<file path="src/rtl/pkt_demux_pkg.sv">
// Shared constants and state type for the 1-to-4 packet demultiplexer.
package pkt_demux_pkg;
    localparam int NUM_OUT  = 4;
    localparam int DEST_W   = 2;
    localparam int DEST_LSB = 0;
    localparam int LEN_LSB  = 2;

    typedef enum logic {
        IDLE    = 1'b0,
        PAYLOAD = 1'b1
    } state_t;
endpackage

</file>
<file path="src/rtl/pkt_demux_1_to_4_if.sv">
// Beat-stream bus for the demux: one input stream, four output streams.
// Handshake: a beat transfers on a rising clk edge where valid && ready are
// both high; valid never waits on ready, and data is held while valid && !ready.
interface pkt_demux_1_to_4_if #(
    parameter int DATA_W = 8
);
    logic                in_valid;
    logic                in_ready;
    logic [DATA_W-1:0]   in_data;
    logic [3:0]          out_valid;
    logic [3:0]          out_ready;
    logic [4*DATA_W-1:0] out_data;

    // Producer / consumer side (drives the input stream, accepts outputs)
    modport master (
        output in_valid, in_data, out_ready,
        input  in_ready, out_valid, out_data
    );

    // Demux side
    modport slave (
        input  in_valid, in_data, out_ready,
        output in_ready, out_valid, out_data
    );
endinterface

</file>
<file path="src/rtl/demux_out_slot.sv">
// One-entry output register for a single demux channel.
module demux_out_slot #(
    parameter int DATA_W = 8
) (
    input  logic              clk,
    input  logic              rst_n,
    input  logic              load,
    input  logic [DATA_W-1:0] load_data,
    input  logic              ready,
    output logic              valid,
    output logic [DATA_W-1:0] data
);
    // Valid sets on load and clears on drain; a load in the drain cycle keeps it set.
    always_ff @(posedge clk or negedge rst_n) begin
        if (!rst_n) begin
            valid <= 1'b0;
            data  <= '0;
        end else begin
            if (load) begin
                valid <= 1'b1;
                data  <= load_data;
            end else if (ready) begin
                valid <= 1'b0;
            end
        end
    end
endmodule

</file>
<file path="src/rtl/pkt_demux_1_to_4.sv">
// Packet-level 1-to-4 demultiplexer. A header beat carries destination
// (bits [1:0]) and payload length (bits [LEN_W+1:2]); payload beats that
// follow are steered into the chosen channel's output slot.
// Optional per-channel completed-packet counters: define DEMUX_STATS_EN.
module pkt_demux_1_to_4
    import pkt_demux_pkg::*;
#(
    parameter int DATA_W = 8,
    parameter int LEN_W  = 4
) (
    input  logic                   clk,
    input  logic                   rst_n,
    pkt_demux_1_to_4_if.slave      bus,
    output logic                   busy,
    output logic                   pkt_done
`ifdef DEMUX_STATS_EN
    ,
    output logic [NUM_OUT*8-1:0]   pkt_cnt
`endif
);
    state_t                state, state_nxt;
    logic [LEN_W-1:0]      remaining, remaining_nxt;
    logic [DEST_W-1:0]     dest, dest_nxt;
    logic                  done_nxt;
    logic                  accept;
    logic [NUM_OUT-1:0]    load;
    logic [NUM_OUT-1:0]    slot_valid;
    logic [NUM_OUT*DATA_W-1:0] slot_data;
    logic [DEST_W-1:0]     hdr_dest;
    logic [LEN_W-1:0]      hdr_len;

    assign hdr_dest = bus.in_data[DEST_LSB +: DEST_W];
    assign hdr_len  = bus.in_data[LEN_LSB +: LEN_W];

    // Input ready depends only on state and the target slot, never on in_valid.
    always_comb begin
        bus.in_ready = 1'b1;
        if (state == PAYLOAD)
            bus.in_ready = !slot_valid[dest] || bus.out_ready[dest];
    end

    assign accept = bus.in_valid && bus.in_ready;
    assign busy   = (state == PAYLOAD);

    // Next-state, remaining count, destination latch and slot loads.
    always_comb begin
        state_nxt     = state;
        remaining_nxt = remaining;
        dest_nxt      = dest;
        done_nxt      = 1'b0;
        load          = '0;
        case (state)
            IDLE: begin
                if (accept) begin
                    dest_nxt = hdr_dest;
                    if (hdr_len == '0) begin
                        done_nxt = 1'b1;
                    end else begin
                        remaining_nxt = hdr_len;
                        state_nxt     = PAYLOAD;
                    end
                end
            end
            PAYLOAD: begin
                if (accept) begin
                    load[dest]    = 1'b1;
                    remaining_nxt = remaining - 1'b1;
                    if (remaining == LEN_W'(1)) begin
                        state_nxt = IDLE;
                        done_nxt  = 1'b1;
                    end
                end
            end
            default: state_nxt = IDLE;
        endcase
    end

    // Control registers; pkt_done is the registered completion pulse.
    always_ff @(posedge clk or negedge rst_n) begin
        if (!rst_n) begin
            state     <= IDLE;
            remaining <= '0;
            dest      <= '0;
            pkt_done  <= 1'b0;
        end else begin
            state     <= state_nxt;
            remaining <= remaining_nxt;
            dest      <= dest_nxt;
            pkt_done  <= done_nxt;
        end
    end

    for (genvar k = 0; k < NUM_OUT; k++) begin : g_slot
        demux_out_slot #(.DATA_W(DATA_W)) u_slot (
            .clk       (clk),
            .rst_n     (rst_n),
            .load      (load[k]),
            .load_data (bus.in_data),
            .ready     (bus.out_ready[k]),
            .valid     (slot_valid[k]),
            .data      (slot_data[k*DATA_W +: DATA_W])
        );
    end

    assign bus.out_valid = slot_valid;
    assign bus.out_data  = slot_data;

`ifdef DEMUX_STATS_EN
    logic [7:0] cnt [NUM_OUT];

    // Count completed packets per channel at the edge that raises pkt_done.
    always_ff @(posedge clk or negedge rst_n) begin
        if (!rst_n) begin
            for (int i = 0; i < NUM_OUT; i++) cnt[i] <= '0;
        end else if (done_nxt) begin
            cnt[dest_nxt] <= cnt[dest_nxt] + 8'd1;
        end
    end

    for (genvar k = 0; k < NUM_OUT; k++) begin : g_cnt
        assign pkt_cnt[k*8 +: 8] = cnt[k];
    end
`endif
endmodule
</file>
<file path="src/flat_wrapper.sv">
// flat-port wrapper written by rule: the top's interface ports become plain ports
module pkt_demux_1_to_4_flat import pkt_demux_pkg::*;
#(
    parameter int DATA_W = 8,
    parameter int LEN_W  = 4
)
  (clk, rst_n, busy, pkt_done, bus_in_valid, bus_in_data, bus_out_ready, bus_in_ready, bus_out_valid, bus_out_data);
  pkt_demux_1_to_4_if #(.DATA_W(DATA_W)) bus_i ();
  input  logic clk;
  input  logic rst_n;
  output logic busy;
  output logic pkt_done;
  input wire logic [$bits(bus_i.in_valid)-1:0] bus_in_valid;
  input wire logic [$bits(bus_i.in_data)-1:0] bus_in_data;
  input wire logic [$bits(bus_i.out_ready)-1:0] bus_out_ready;
  output wire logic [$bits(bus_i.in_ready)-1:0] bus_in_ready;
  output wire logic [$bits(bus_i.out_valid)-1:0] bus_out_valid;
  output wire logic [$bits(bus_i.out_data)-1:0] bus_out_data;
  assign bus_i.in_valid = bus_in_valid;
  assign bus_i.in_data = bus_in_data;
  assign bus_i.out_ready = bus_out_ready;
  assign bus_in_ready = bus_i.in_ready;
  assign bus_out_valid = bus_i.out_valid;
  assign bus_out_data = bus_i.out_data;
  pkt_demux_1_to_4 #(.DATA_W(DATA_W), .LEN_W(LEN_W)) u_core (.clk(clk), .rst_n(rst_n), .bus(bus_i), .busy(busy), .pkt_done(pkt_done));
endmodule
</file>
<file path="config.mk">
export PLATFORM = sky130hd
export DESIGN_NAME = pkt_demux_1_to_4_flat
export DESIGN_NICKNAME = d
export VERILOG_FILES = /design/src/rtl/pkt_demux_pkg.sv /design/src/rtl/pkt_demux_1_to_4_if.sv /design/src/rtl/demux_out_slot.sv /design/src/rtl/pkt_demux_1_to_4.sv /design/src/flat_wrapper.sv
export SDC_FILE = /design/constraint.sdc
export NUM_CORES = 1
export LEC_CHECK = 0
export CAP_MARGIN = 15
export CORE_MARGIN = 5
export CORE_UTILIZATION = 50
export CTS_BUF_LIST = sky130_fd_sc_hd__clkbuf_2 sky130_fd_sc_hd__clkbuf_4 sky130_fd_sc_hd__clkbuf_8
export DETAILED_ROUTE_END_ITERATION = 8
export HOLD_SLACK_MARGIN = 0.15
export PLACE_DENSITY_LB_ADDON = 0.3
export SLEW_MARGIN = 10
export SYNTH_ARGS = -nofsm -noshare
export SYNTH_HDL_FRONTEND = slang
export SYNTH_HIERARCHICAL = 1
export SYNTH_SLANG_ARGS = --single-unit
</file>
<file path="constraint.sdc">
create_clock -name clk -period 3 [get_ports clk]
set_clock_uncertainty 0.05 [all_clocks]
set_input_delay 0.6 -clock clk [delete_from_list [all_inputs] [get_ports clk]]
set_output_delay 0.6 -clock clk [all_outputs]
set_load 0.005 [all_outputs]
</file>
== Word level (Yosys, flattened, before mapping) ==
Index checks and enable logic that the tools add are counted.

* Add/sub/neg operators: 1
* $lt $le $gt $ge: 2
* Equality and inequality tests: 4
* Mux-type cells: 31
* Bitwise logic cells: 1
* Reduce and logical (&&, ||, !) cells: 11

{| class="wikitable"
|+ Operator list
! operator !! count
|-
| $mux 1 || 20
|-
| $mux 4 || 5
|-
| $pmux 4 s2 || 1
|-
| $reduce_bool 2->1 || 4
|-
| $bmux 1 s2 || 2
|-
| $eq 4x1->1 const B || 1
|-
| $logic_not 4->1 || 1
|-
| $ne 2x2->1 const B || 2
|-
| $pmux 1 s2 || 2
|-
| $sub 4x1->4 const B || 1
|-
| $lt 2x3->1 const B || 1
|-
| $reduce_and 3->1 || 1
|-
| $demux 1 s2 || 1
|-
| $ge 2x1->1 const B || 1
|-
| $logic_and 1x1->1 || 2
|-
| $ne 2x1->1 const B || 1
|-
| $reduce_and 2->1 || 1
|-
| $logic_not 1->1 || 1
|-
| $logic_or 1x1->1 || 1
|-
| $not 1->1 || 1
|}

* Bits in registers: 44
* Input port bits: 15
* Output and inout port bits: 39
* Logic and storage cells: 62

== Depth between registers and ports, before layout ==
Gate-level depths: netlist of run 1.

* Depth after elaboration: 9
* Mapped depth: 6
* Mapped depth without buffers: 5

== Hierarchy ==
Netlist of run 1, hierarchy kept.

{| class="wikitable"
|+ Modules (own cells, without submodules)
! module !! instances !! cells an instance !! area each (um^2)
|-
| demux_out_slot || 4 || 20 || 369.1
|-
| pkt_demux_1_to_4 || 1 || 66 || 578.1
|}

== Least setup slack after synthesis of run 1 ==
Ideal clock, no wire load.

* Kind: input port to flip-flop
* Start: in bus_out_ready[3]
* End: reg u_core.g_slot[2].u_slot.data[0]
* Data arrival time: 2.259 ns
* Slack: 0.565 ns
* Cell stages on the path: 6
* Path buffers: 2
* Cells stage by stage: and4b_1 -> or4_4 -> buf_2 -> nor4_1 -> buf_6 -> mux2_4

* Cells in the longest elaborated chain, start to end: 7

{| class="wikitable"
|+ RTL lines
! what !! RTL line !! RTL
|-
| start, declared || flat_wrapper.sv:15 || <nowiki>input wire logic [$bits(bus_i.out_ready)-1:0] bus_out_ready;</nowiki>
|-
| $bmux 1 s2 || pkt_demux_1_to_4.sv:39 || <nowiki>bus.in_ready = !slot_valid[dest] || bus.out_ready[dest];</nowiki>
|-
| $mux 1 (not written as such) || pkt_demux_1_to_4.sv:39 ||
|-
| $logic_or 1x1->1 || pkt_demux_1_to_4.sv:39 ||
|-
| $mux 1 || pkt_demux_1_to_4.sv:38 || <nowiki>if (state == PAYLOAD)</nowiki>
|-
| $logic_and 1x1->1 || pkt_demux_1_to_4.sv:42 || <nowiki>assign accept = bus.in_valid && bus.in_ready;</nowiki>
|-
| $mux 4 || pkt_demux_1_to_4.sv:65 || <nowiki>if (accept) begin</nowiki>
|-
| $mux 4 || pkt_demux_1_to_4.sv:52 || <nowiki>case (state)</nowiki>
|-
| via u_core.load[2] || pkt_demux_1_to_4.sv:26 || <nowiki>logic [NUM_OUT-1:0] load;</nowiki>
|-
| end signal, assigned || demux_out_slot.sv:21 || <nowiki>data <= load_data;</nowiki>
|-
| end, declared || demux_out_slot.sv:11 || <nowiki>output logic [DATA_W-1:0] data</nowiki>
|}

The timed path passes the listed nets, and every way through them passes these cells. The select of a mux whose other input is x is not followed.
A chain may end at the register's enable or synchronous reset.

== Final worst setup path of run 1 ==
* Start: in bus_out_ready[3]
* End: out bus_in_ready

* Cells in the longest elaborated chain, start to end: 4

{| class="wikitable"
|+ RTL lines
! what !! RTL line !! RTL
|-
| $bmux 1 s2 || pkt_demux_1_to_4.sv:39 ||
|-
| $mux 1 (not written as such) || pkt_demux_1_to_4.sv:39 ||
|-
| $logic_or 1x1->1 || pkt_demux_1_to_4.sv:39 ||
|-
| $mux 1 || pkt_demux_1_to_4.sv:38 ||
|-
| end, declared || flat_wrapper.sv:16 || <nowiki>output wire logic [$bits(bus_i.in_ready)-1:0] bus_in_ready;</nowiki>
|}

No other way between the ends. The select of a mux whose other input is x is not followed.

==> run metrics, run 1 <==
outcome finished clean; total vias in the final route 1433; EDFF count, synth 0; main combinational cell family by area after synthesis multiplexers; Detailed Route WL 4.64 mm; DP Area 2700 um^2; CP peak stage delay 0.53 ns; Cell Pwr Density 1060 nW/um^2; row count 23; XOR/XNOR share of the synthesized area 0; # setup viols final 0; Avg WL per Cell 17.8 um; total power 2960 uW; Die Y 74.1 um; Remaining Overflow, GRT 0; hold_buf cts 0; GP Congestion 0.924; total of max-cap violations 0; fillers 285; path type of the worst setup path primary input to primary output; synthesized-area fraction occupied by adder cells 0.0122; worst path cell trace clkdlybuf4s50_1, and4b_1, or4_4, nand2_1, dlygate4sd2_1; mux cell area share after synthesis 0.239; normalized max-slew margin 0.376; Worst Setup End Kind primary output; Initial Util 0.514; initial antenna violation count 0; sequential share of the synthesized area 0.536; grt met3 use 0.0554; Post-Synth Simple-Gate Area 0.0932; Hold WC Path Type primary input to async pin; Synth Area per Inst 14.1 um^2; max-slew violation count 0; TritonCTS clock tree built; Mapped Cells 146; total setup buffers inserted after CTS 0; final hold violations 0; drt drc 0; met2 capacity usage during global routing 0.303; ratio of cells with drive above 1 in the final layout 0.303; Core ar. 4000 um^2; H-Tree Depth 2; yosys warns 6; ANT cells 0; Compound-Gate Fraction of Synth Area 0.0737; first-pass GRT wire length 7.51 mm; Tmin final 2.79 ns; Synth top area share 0.536; post-synth top area cell dfrtp_1; worst-skew pair later-pin latency 0.29 ns; WP data arrival 2.14 ns; Clock Tree Buf Depth 2; io pins 54; Critical Path RT 2.35 ns; Iter 0 DRT Violations 95; largest net degree at the start of global routing 45; Area contributors post-synth dfrtp_1, mux2_4, buf_6; startpoint types primary input; Tot GR Track Use 0.182; Most Used Layer, Global Route met2; Yosys reg bits 44; vias in the first global route 1508; Crit-path slowest cell or4_4; DR vias/cell 5.49; I/O Buffers 53; grt met1 use 0.223; P_leak 0.00125 uW; post-CTS sizing 1; TritonRoute pass-1 iters 4; die extent in x 74.1 um; Max VDD drop 0.576 mV; Post-DRT Antenna Nets 0; Post-Synthesis Cell Area 2050 um^2; hpwl dp 3.51 mm; crit share post-route 0.930; most frequent cells in the layout clkdlybuf4s50_1, dfrtp_1, mux2_4, buf_4, inv_1; clock-pin slew reported for the worst setup and hold paths after clock tree synthesis 0.07 ns; unrepaired setup endpoints after global routing false; synthesis-to-finish area growth 35.3%; CTS Sinks 44; CTS Buf Count 5; fin area 2780 um^2; CTS Root Cell clkbuf_8; Tightest Pin Transition 0.936 ns; Synth async-reset ratio 1.00; Peak Freq 358 MHz; largest fanout on the critical path 2; Synth Flop Type dfrtp_1; Layout Nets 228; commonest non-fill, non-tap cell in the layout clkdlybuf4s50_1; Syn Nets 163; Distinct cells, synth 36; full die area 5490 um^2
through the flow:
step	std cells	worst slack (ns)	utilization	setup TNS [ns]	hold WS, ns
after floorplan	146	0.565	-	0	0.254
after global placement	254	-0.0378	0.675	-0.0852	0.444
after detailed placement	254	-0.0742	0.675	-0.652	0.443
after CTS	261	0.218	0.695	0	0.436
after global routing	261	0.168	0.695	0	0.472
final	261	0.210	0.695	0	0.392
power breakdown:
part           leakage, uW  switching (uW)  internal (uW)
combinational     0.000681             474           1010
sequential        0.000528             230            892
clock            0.0000445             189            167
registers in the layout (all words and copies together), names as in the netlist:
signal	flops
u_core/remaining	4
u_core/pkt_done	1
u_core/busy	1
u_core/g_slot.u_slot/valid	4
u_core/g_slot.u_slot/data	32
u_core/dest	2
cell usage after synthesis, types with 2 or more instances:
| cell | number |
|---|---|
| a21o_2 | 4 |
| a22oi_1 | 2 |
| buf_6 | 4 |
| clkbuf_1 | 2 |
| dfrtp_1 | 44 |
| ha_1 | 2 |
| inv_1 | 10 |
| mux2_4 | 32 |
| nand2_1 | 6 |
| nand3_1 | 3 |
| nor2_1 | 3 |
| nor4_1 | 6 |
| o21ai_0 | 3 |
| o31ai_1 | 2 |
| or3_1 | 2 |
path summary, 6_finish.rpt:
path / slack, ns / to / depth (start not counted) / startpoint
min reg2reg: 0.47 / u_core/g_slot[0].u_slot/data[3] / 1 / u_core/g_slot[0].u_slot/data[3]
max reg2reg: 0.52 / u_core/g_slot[3].u_slot/data[0] / 6 / u_core/dest[0]
min: 0.39 / u_core/g_slot[2].u_slot/data[4] / 1 / rst_n
min in group clk: 0.47 / u_core/g_slot[0].u_slot/data[3] / 1 / u_core/g_slot[0].u_slot/data[3]
max in group asynchronous: 1.92 / u_core/dest[0] / 1 / rst_n
max: 0.21 / bus_in_ready / 5 / bus_out_ready[3]
worst max-delay path, delay by kind of cell:
kind          cells  cell delay (ns)
simple gates      3             0.81
buf+inv           2             0.72
logic make-up after synthesis:
group | count (synthesis)
simple gates | 30
mux | 33
flops | 44
compound gates | 20
buf+inv | 17
fa+ha+maj | 2
per-layer routing:
layer	part of all wire	wire, um
met1	0.42	1940
met2	0.50	2300
met3	0.070	323
met4	0.016	74
met5	0	0
cell type report:
type / count / area, um^2 / share of cell area
flip-flops and latches: 44 / 1100 / 0.396
multi-input cells: 85 / 883 / 0.318
repair buffers: 65 / 614 / 0.221
clock buffers: 6 / 76.3 / 0.0275
well taps: 50 / 62.6 / 0.0225
inverters: 10 / 37.5 / 0.0135
clock inverters: 1 / 5.00 / 0.00180
Power figures use the tool's default switching activity.
==> run 2, diff against run 1 <==
==> constraint.sdc (replaced) <==
create_clock -name clk -period 3 [get_ports clk]
set_clock_uncertainty 0.05 [all_clocks]
set_input_delay 0.3 -clock clk [delete_from_list [all_inputs] [get_ports clk]]
set_output_delay 0.3 -clock clk [all_outputs]
set_load 0.005 [all_outputs]
==> run 2 against run 1 <==
Sequential cell count is the same. Via count is 0.28% lower. Combinational power is essentially flat. Global-route usage increased by 0.80 points. Highest routed layer unchanged. Largest power group unchanged.
==> run metrics, run 2 (same netlist as run 1, synthesis figures left out) <==
TritonRoute pass-1 iters 4 (unchanged); Avg WL per Cell 18.4 um (was 17.8 um); vias in the first global route 1483 (was 1508); worst-skew pair later-pin latency 0.30 ns (was 0.29 ns); path type of the worst setup path flop to primary output (was primary input to primary output); Int Pwr 2160 uW (was 2070 uW); Setup TNS Final 0 ns (unchanged); Flop pwr share 0.366 (was 0.379); GP Congestion 0.777 (was 0.924); most frequent cells in the layout clkdlybuf4s50_1, dfrtp_1, mux2_4, inv_1, buf_4 (was clkdlybuf4s50_1, dfrtp_1, mux2_4, buf_4, inv_1); total setup buffers inserted after CTS 0 (unchanged); TritonCTS clock tree built (unchanged); Max VDD drop 0.526 mV (was 0.576 mV); P_leak 0.00125 uW (about the same); drt drc 0 (unchanged); worst r2r dst u_core/g_slot[2].u_slot/data[7] (was u_core/g_slot[3].u_slot/data[0]); Post-DRT Antenna Nets 0 (unchanged); hold_buf cts 1 (was 0); startpoint types flop (was primary input); H-Tree Depth 2 (unchanged); Core ar. 4000 um^2 (unchanged); synthesis-to-finish area growth 36.4% (was 35.3%); commonest non-fill, non-tap cell in the layout clkdlybuf4s50_1 (unchanged); full die area 5490 um^2 (unchanged); CTS Sinks 44 (unchanged); normalized max-slew margin 0.357 (was 0.376); final hold violations 0 (unchanged); largest net degree at the start of global routing 45 (unchanged); Sw Ratio 0.297 (was 0.302); fin util 0.700 (was 0.695); I/O Buffers 53 (unchanged); final cell count without fillers 259 (was 261); CP peak stage delay 0.65 ns (was 0.53 ns); first-pass GRT wire length 7.75 mm (was 7.51 mm); total power 3070 uW (was 2960 uW); Switch Pwr 911 uW (was 893 uW); Worst Hold End u_core/g_slot[0].u_slot/data[0]; CTS Root Cell clkbuf_8 (unchanged); unrepaired setup endpoints after global routing false (unchanged); R2R setup slack 0.57 ns (was 0.52 ns); Hold WC Path Type flop to flop (was primary input to async pin); placed insts 250 (was 254); Worst Setup End Kind primary output (unchanged); worst r2r src u_core/dest[0] (unchanged); initial antenna violation count 0 (unchanged); Layout Nets 225 (was 228); fin area 2800 um^2 (was 2780 um^2); reg2reg path depth 5 (was 6); max-slew violation count 0 (unchanged); clock network power share 0.156 (was 0.120); Largest Register u_core/g_slot.u_slot/data (unchanged); Detailed Route WL 4.78 mm (was 4.64 mm); largest fanout on the critical path 13 (was 2); Tot GR Track Use 0.190 (was 0.182); io pins 54 (unchanged); hold depth 1; CTS Buf Count 5 (unchanged); DP Area 2670 um^2 (was 2700 um^2); Largest regs u_core/g_slot.u_slot/data: 32 flops, u_core/g_slot.u_slot/valid: 4 flops, u_core/remaining: 4 flops (unchanged); DR vias/cell 5.52 (was 5.49); hpwl dp 3.48 mm (was 3.51 mm); WP data arrival 2.27 ns (was 2.14 ns); Tmin final 2.62 ns (was 2.79 ns); Clock Tree Buf Depth 2 (unchanged); crit share post-route 0.873 (was 0.930); Die Y 74.1 um (unchanged); Remaining Overflow, GRT 0 (unchanged); Crit-path slowest cell or4_4 (unchanged); Peak Freq 382 MHz (was 358 MHz); Critical Path RT 2.65 ns (was 2.35 ns); Initial Util 0.514 (unchanged); Iter 0 DRT Violations 79 (was 95); outcome finished clean (unchanged); total vias in the final route 1429 (was 1433); Cell Pwr Density 1100 nW/um^2 (was 1060 nW/um^2); row count 23 (unchanged); die extent in x 74.1 um (unchanged); total of max-cap violations 0 (unchanged); post-CTS sizing 0 (was 1); min-delay src u_core/g_slot[0].u_slot/data[0]; # setup viols final 0 (unchanged); max FFs per register 32 (unchanged); ratio of cells with drive above 1 in the final layout 0.292 (was 0.303); Gate power share 0.478 (was 0.500); worst path cell trace and4b_1, or4_4, nand2_1, clkdlybuf4s50_1 (was clkdlybuf4s50_1, and4b_1, or4_4, nand2_1, dlygate4sd2_1); Tightest Pin Transition 0.965 ns (was 0.936 ns); ANT cells 0 (unchanged); clock-pin slew reported for the worst setup and hold paths after clock tree synthesis 0.09 ns (was 0.07 ns)
run 2: cell types whose count changed in the layout (fill, tap and decap cells not counted), sizes merged:
cell | previous run | this run
bufinv | 0 | 1
clkdlybuf4s50 | 51 | 52
dlygate4sd2 | 1 | 0
dlygate4sd3 | 0 | 1
buf | 13 | 9
run 2: power by group through the flow:
stage | Combinational (uW) | Clock (uW) | Sequential, uW
5_1_grt | 1560 | 510 | 1170
3_5_place_dp | 1470 | 0 | 1130
2_1_floorplan | 750 | 0 | 1090
4_1_cts | 1480 | 486 | 1130
3_3_place_gp | 1430 | 0 | 1120
6_report | 1470 | 478 | 1120
run 2: routing by layer:
| metal | vias up | track usage | wire [um] |
|---|---|---|---|
| met5 | - | 0 | 0 |
| met3 | 5 | 0.0514 | 315 |
| met2 | 58 | 0.313 | 2440 |
| met4 | 0 | 0.0664 | 73 |
| met1 | 712 | 0.241 | 1950 |
| li1 | 654 | - | - |
run 2: critical path: cells and delay by family (launching register included):
kind | cells | cell delay [ns]
buffers and inverters | 1 | 0.51
flip-flops | 1 | 0.46
AND/OR/NAND/NOR | 3 | 1.00
run 2: worst max-delay path by stage:
stage	end	from	depth (start not counted)
after floorplan	u_core/g_slot[2].u_slot/data[0]	u_core/dest[0]	6
after global placement	u_core/g_slot[0].u_slot/data[0]	bus_out_ready[3]	6
after detailed placement	u_core/g_slot[2].u_slot/data[7]	bus_out_ready[3]	6
after CTS	bus_in_ready	u_core/dest[0]	4
after global routing	bus_in_ready	u_core/dest[0]	4
final	bus_in_ready	u_core/dest[0]	4
run 2: per-stage QoR:
step | hold WS (ns) | setup WS [ns]
2_1_floorplan | -0.0456 | 0.728
3_3_place_gp | 0.439 | 0.381
3_5_place_dp | 0.445 | 0.305
4_1_cts | 0.467 | 0.368
5_1_grt | 0.479 | 0.286
6_report | 0.463 | 0.382
run 2: cell type report:
cell class,count,area [um^2]
Clock buffer,6,82.6
Clock inverter,2,38.8
Fill cell,277,1200
Inverter,10,37.5
Multi-Input combinational cell,85,883
Sequential cell,44,1100
Tap cell,50,62.6
Timing Repair Buffer,62,596
